`src/rtl/bus_split_arbiter.sv`:
```
// Round-robin bus arbiter with split-transaction parking and a grant-hold watchdog.
// Latency: a request sampled on one rising edge appears as a registered grant after that edge.
// Backpressure: requests stay pending until granted; a parked (split) master is masked until resumed.
//
// Ports:
//   clk, rst       system clock; asynchronous active-high reset
//   breq           per-master request, held high for the whole transaction
//   bgrant         registered one-hot (or zero) grant
//   split          per-master flag, high while that master is parked by a split
//   slave_split    1-cycle pulse: addressed slave splits the current owner
//   split_resume   1-cycle pulse: split slave is ready to complete
//   busy           registered |bgrant
//   owner          index of the current or most recent grant owner
//   timeout_err    1-cycle pulse when the watchdog revokes a grant
module bus_split_arbiter #(
    parameter  int NUM_MASTERS = 2,
    parameter  int TIMEOUT     = 1024,
    localparam int OWNER_W     = (NUM_MASTERS > 1) ? $clog2(NUM_MASTERS) : 1
) (
    input  logic                   clk,
    input  logic                   rst,
    input  logic [NUM_MASTERS-1:0] breq,
    output logic [NUM_MASTERS-1:0] bgrant,
    output logic [NUM_MASTERS-1:0] split,
    input  logic                   slave_split,
    input  logic                   split_resume,
    output logic                   busy,
    output logic [OWNER_W-1:0]     owner,
    output logic                   timeout_err
);

    // Hold counter is wide enough to reach TIMEOUT; a 1-bit stub when the watchdog is off.
    localparam int                HOLD_W     = (TIMEOUT > 0) ? $clog2(TIMEOUT + 1) : 1;
    localparam logic [HOLD_W-1:0] HOLD_MAX   = '1;
    localparam logic [HOLD_W-1:0] HOLD_LIMIT = HOLD_W'((TIMEOUT > 0) ? (TIMEOUT - 1) : 0);
    localparam logic [OWNER_W-1:0] LAST_IDX  = OWNER_W'(NUM_MASTERS - 1);

    typedef enum logic {
        IDLE  = 1'b0,
        GRANT = 1'b1
    } state_t;

    // Registered state
    state_t                   state_q;
    logic [OWNER_W-1:0]       rr_last;
    logic [OWNER_W-1:0]       split_owner;
    logic                     split_valid;
    logic                     resume_pending;
    logic [HOLD_W-1:0]        hold_cnt;
    logic [NUM_MASTERS-1:0]   block_mask;

    // Next-state values
    state_t                   state_d;
    logic [NUM_MASTERS-1:0]   bgrant_d;
    logic [NUM_MASTERS-1:0]   split_d;
    logic [OWNER_W-1:0]       owner_d;
    logic                     timeout_d;
    logic [OWNER_W-1:0]       rr_last_d;
    logic [OWNER_W-1:0]       split_owner_d;
    logic                     split_valid_d;
    logic                     resume_d;
    logic [HOLD_W-1:0]        hold_d;
    logic [NUM_MASTERS-1:0]   block_d;

    // Arbitration helpers
    logic [NUM_MASTERS-1:0]   split_mask;
    logic [NUM_MASTERS-1:0]   eligible;
    logic                     rr_found;
    logic [OWNER_W-1:0]       rr_idx;
    logic [OWNER_W-1:0]       cand_idx;
    int                       cand;
    logic                     do_grant;
    logic [OWNER_W-1:0]       grant_idx;

    // Round-robin search: first eligible master after rr_last, wrapping.
    always_comb begin
        split_mask = '0;
        if (split_valid) begin
            split_mask[split_owner] = 1'b1;
        end
        eligible = breq & ~block_mask & ~split_mask;

        rr_found = 1'b0;
        rr_idx   = '0;
        cand     = 0;
        cand_idx = '0;
        for (int k = 1; k <= NUM_MASTERS; k++) begin
            cand = int'(rr_last) + k;
            if (cand >= NUM_MASTERS) begin
                cand = cand - NUM_MASTERS;
            end
            cand_idx = OWNER_W'(cand);
            if (!rr_found && eligible[cand_idx]) begin
                rr_found = 1'b1;
                rr_idx   = cand_idx;
            end
        end
    end

    // Next-state and output logic
    always_comb begin
        state_d       = state_q;
        bgrant_d      = bgrant;
        split_d       = split;
        owner_d       = owner;
        timeout_d     = 1'b0;
        rr_last_d     = rr_last;
        split_owner_d = split_owner;
        split_valid_d = split_valid;
        resume_d      = resume_pending;
        hold_d        = hold_cnt;
        // A blocked master is released as soon as it drops its request.
        block_d       = block_mask & breq;
        do_grant      = 1'b0;
        grant_idx     = '0;

        case (state_q)
            IDLE: begin
                if (resume_pending && breq[split_owner]) begin
                    // Resumed split master jumps the round-robin queue.
                    do_grant  = 1'b1;
                    grant_idx = split_owner;
                end else begin
                    // Resumed master no longer asking: drop its priority claim.
                    if (resume_pending) begin
                        resume_d = 1'b0;
                    end
                    if (rr_found) begin
                        do_grant  = 1'b1;
                        grant_idx = rr_idx;
                    end
                end

                if (do_grant) begin
                    state_d             = GRANT;
                    bgrant_d            = '0;
                    bgrant_d[grant_idx] = 1'b1;
                    owner_d             = grant_idx;
                    rr_last_d           = grant_idx;
                    hold_d              = '0;
                    resume_d            = 1'b0;
                end
            end

            GRANT: begin
                if (!breq[owner]) begin
                    // Release always passes through IDLE, leaving one zero-grant cycle.
                    bgrant_d = '0;
                    state_d  = IDLE;
                end else if (slave_split && !split_valid) begin
                    split_d[owner] = 1'b1;
                    split_owner_d  = owner;
                    split_valid_d  = 1'b1;
                    bgrant_d       = '0;
                    state_d        = IDLE;
                end else if ((TIMEOUT != 0) && (hold_cnt == HOLD_LIMIT)) begin
                    bgrant_d       = '0;
                    timeout_d      = 1'b1;
                    block_d[owner] = 1'b1;
                    state_d        = IDLE;
                end else if (hold_cnt != HOLD_MAX) begin
                    hold_d = hold_cnt + HOLD_W'(1);
                end
            end

            default: begin
                state_d  = IDLE;
                bgrant_d = '0;
            end
        endcase

        // Resume acts on the outstanding split regardless of FSM state. A split
        // arriving in the same cycle was already rejected above (split_valid=1).
        if (split_resume && split_valid) begin
            split_d[split_owner] = 1'b0;
            split_valid_d        = 1'b0;
            resume_d             = 1'b1;
        end
    end

    always_ff @(posedge clk or posedge rst) begin
        if (rst) begin
            state_q        <= IDLE;
            bgrant         <= '0;
            split          <= '0;
            busy           <= 1'b0;
            owner          <= '0;
            timeout_err    <= 1'b0;
            rr_last        <= LAST_IDX;
            split_owner    <= '0;
            split_valid    <= 1'b0;
            resume_pending <= 1'b0;
            hold_cnt       <= '0;
            block_mask     <= '0;
        end else begin
            state_q        <= state_d;
            bgrant         <= bgrant_d;
            split          <= split_d;
            busy           <= |bgrant_d;
            owner          <= owner_d;
            timeout_err    <= timeout_d;
            rr_last        <= rr_last_d;
            split_owner    <= split_owner_d;
            split_valid    <= split_valid_d;
            resume_pending <= resume_d;
            hold_cnt       <= hold_d;
            block_mask     <= block_d;
        end
    end

endmodule

```
`config.mk`:
```
export PLATFORM = sky130hd
export DESIGN_NAME = bus_split_arbiter
export DESIGN_NICKNAME = d
export VERILOG_FILES = /design/src/rtl/bus_split_arbiter.sv
export SDC_FILE = /design/constraint.sdc
export NUM_CORES = 1
export LEC_CHECK = 0
export CAP_MARGIN = 20
export CORE_ASPECT_RATIO = 1.25
export CORE_MARGIN = 3
export CORE_UTILIZATION = 65
export CTS_CLUSTER_SIZE = 8
export DETAILED_ROUTE_END_ITERATION = 12
export DONT_BUFFER_PORTS = 1
export PLACE_DENSITY = 0.91
export SLEW_MARGIN = 15
export SYNTH_ARGS = -nofsm -noshare
export SYNTH_HDL_FRONTEND = slang
export SYNTH_SLANG_ARGS = --single-unit
```
`constraint.sdc`:
```
create_clock -name clk -period 2.87 [get_ports clk]
set_clock_uncertainty 0.05 [all_clocks]
set_input_delay 0.287 -clock clk [delete_from_list [all_inputs] [get_ports clk]]
set_output_delay 0.287 -clock clk [all_outputs]
set_load 0.1 [all_outputs]
```
==> flow_summary.yaml <==
worst_setup_path:
  critPathLaunchType: "flip-flop"
  reg2reg_depth: 3
  required_ps: 3070
  critPathKind: "flip-flop to flip-flop"
  end_kind: "flip-flop"
  timing.reg2reg.setup_slack_ps: 880
  critPathMaxFanout: 14
  reg2reg_from: "state_q$_DFF_PP0_"
  r2r-end: "hold_cnt[6]$_DFFE_PP0P_"
  crit_arrival_ps: 2190
placed_design:
  dp_slack_ps: 951.8
  dp_cells: 146
  hpwl_um: 1981
  placedInstanceArea_um2: 1315
  port_buffers: 0
  place.gp.congestion: 0.8617
die:
  rows: 17
  die_h_um: 56.10
  die_w_um: 46.08
  initial_core_util: 0.7134
  pin_count: 13
  core_um2: 1829
  die_area_um2: 2585
sta:
  setup_slack_ps: 880.0
  hold_viol_final: 24
  period_needed_ps: 1990
  worstMarginPinSlew_ps: 959.8
  grt_setup_unrepaired: "false"
  fin_crit_sh: 0.6934
  report.final.slew_viol_count: 0
  holdWs_ps: -13.08
  timing.fmax_ghz: 0.5025
  fin_tns_setup_ps: 0
  setup_viol: 0
  max-slew-margin-rel: 0.3601
global_route:
  grt_pass1_vias: 1087
  grt_antenna_before_repair: 0
  overflow: 0
  grt_usage: 0.2495
  grt_pass1_wl_um: 4878
  grt_start_max_net_pins: 26
synthesis:
  syn-num-nets: 137
  avgSynthCellArea_um2: 10.04
  ys_seq_area_frac: 0.4803
  yosys_warnings: 0
  syn_inst: 130
  synth_area_um2: 1305
  synth-seq-cells: 25
  synthArstFlopShare: 1.000
  synth-edff-count: 0
  synth_top_flop_cell: "dfrtp_1"
  ys_types: 44
final_layout:
  layout_commonest_cell: "dfrtp_1"
  drive_above_1_share: 0.09848
  antenna_cells: 0
  final_nets: 140
  finalInstanceArea_um2: 1351
  final_cell_mix: "dfrtp_1 (24), nand2_1 (12), a21oi_1 (7)"
  fillers: 125
  area_delta_synth_final_pct: 3.548
  final_cells: 151
cts:
  clockBufferDepth: 2
  cts.htree.levels: 1
  insertion_delay_ps: 320
  clock_sinks: 25
  clk_pin_slew_ps: 120
  numCtsBuffers: 3
  cts-root-buf: "clkbuf_4"
  cts_setup_buffers: 0
  cts_tree: "built"
routing:
  wl_per_cell_um: 17.75
  via_per_inst: 6.821
  firstDrtPassIters: 5
  drtIter0Drc: 34
  drc: 0
  via_count: 1030
  routed_wl_um: 2680
  final_antenna_net_count: 0
job:
  cap_violations: 0
run_status:
  outcome: "finished with violations"
  failed_checks: "negative hold slack"
power:
  ir_worst_vdd_mv: 0.9189
  power_density_nw_per_um2: 966.5
  p_leak_nw: 0.5627
min_path:
  hold_path_class: "input port to asynchronous set/reset pin"
## worst max-delay path, stage by stage, from the launching register on
cell	delay, ps
dfrtp_1	640
nand3_1	460
or4_1	600
a21oi_1	180
## metrics by stage
stage | total power, mW | utilization
2_1_floorplan | 1.075 | -
3_3_place_gp | 1.141 | 0.7189
3_5_place_dp | 1.154 | 0.7189
4_1_cts | 1.305 | 0.7387
5_1_grt | 1.377 | 0.7387
6_report | 1.306 | 0.7387
## layer usage
layer,GRT usage,share of wire,vias to the layer above
met3,0.03236,0.031,7
met5,0,0,-
met2,0.3839,0.51,19
li1,-,-,499
met4,0.1179,0.026,0
met1,0.3361,0.43,505
## layout make-up
cell class / instances / area (um2) / share of cell area
clock buffer: 4 / 26.28 / 0.01944
inverter: 5 / 18.77 / 0.01389
timing repair buffer: 3 / 25.02 / 0.01852
multi-input combinational: 95 / 630.6 / 0.4667
tap: 19 / 23.77 / 0.01759
sequential: 25 / 626.9 / 0.4639
## power breakdown
| group | internal (mW) | switching, mW | leakage (nW) |
|---|---|---|---|
| Combinational | 0.141 | 0.271 | 0.218 |
| Clock | 0.0545 | 0.0991 | 0.0150 |
| Sequential | 0.432 | 0.309 | 0.330 |
## cell families (layout without fill, tap and decap cells)
| family | Yosys count | after routing | synth area share |
|---|---|---|---|
| and+or+nand+nor | 53 | 53 | 0.2445 |
| adders and majority gates | 1 | 1 | 0.009586 |
| buffers and inverters | 10 | 12 | 0.03643 |
| muxes | 2 | 2 | 0.01726 |
| DFF | 25 | 25 | 0.4804 |
| AOI/OAI and AO/OA | 39 | 39 | 0.2119 |
## cell usage after synthesis (all sizes together) (2+ instances only)
cell type  count  area [um2]
nand3          2       10.01
o32ai          3       26.28
a21o           4       30.03
mux2           2       22.52
or4            3       22.52
nor2b          2       12.51
inv            5       18.77
nor2           3       11.26
and3           3       18.77
a31oi          2       12.51
o22ai          2       12.51
nand2         12       45.04
a21oi          8       51.30
a41oi          2       17.52
o21ai          7       35.03
o31ai          4       30.03
nand2b         4       25.02
and2           4       25.02
a22o           2       17.52
or3            2       12.51
buf            4       25.02
nor3           5       30.03
nand4          4       25.02
nor4           4       40.04
dfrtp         24       600.6
## flip-flops by register name, summed over array words and instances, names as in the netlist
name / flops
state_q: 1
bgrant: 2
split_valid: 1
hold_cnt: 11
block_mask: 2
split_owner: 1
split: 2
rr_last: 1
timeout_err: 1
resume_pending: 1
busy: 1
owner: 1
## worst max path at each step
| stage | cells past startpoint | startpoint | slack, ps | end |
|---|---|---|---|---|
| final | 3 | state_q$_DFF_PP0_ | 880 | hold_cnt[6]$_DFFE_PP0P_ |
| after global routing | 3 | state_q$_DFF_PP0_ | 730 | hold_cnt[6]$_DFFE_PP0P_ |
| after CTS | 3 | state_q$_DFF_PP0_ | 910 | hold_cnt[6]$_DFFE_PP0P_ |
| after detailed placement | 3 | state_q$_DFF_PP0_ | 950 | hold_cnt[6]$_DFFE_PP0P_ |
| after global placement | 5 | hold_cnt[0]$_DFFE_PP0P_ | 1020 | hold_cnt[1]$_DFFE_PP0P_ |
| after floorplan | 5 | owner$_DFFE_PP0P_ | 680 | bgrant[1]$_DFF_PP0_ |
## what timing repair did
| action | CTS | global route |
|---|---|---|
| hold buffers | 1 | 0 |
| setup endpoints to repair | 0 | 0 |
| endpoints found under the hold margin | 1 | 0 |
| gates resized for setup | 0 | 0 |
(Power assumes the default switching activity.)
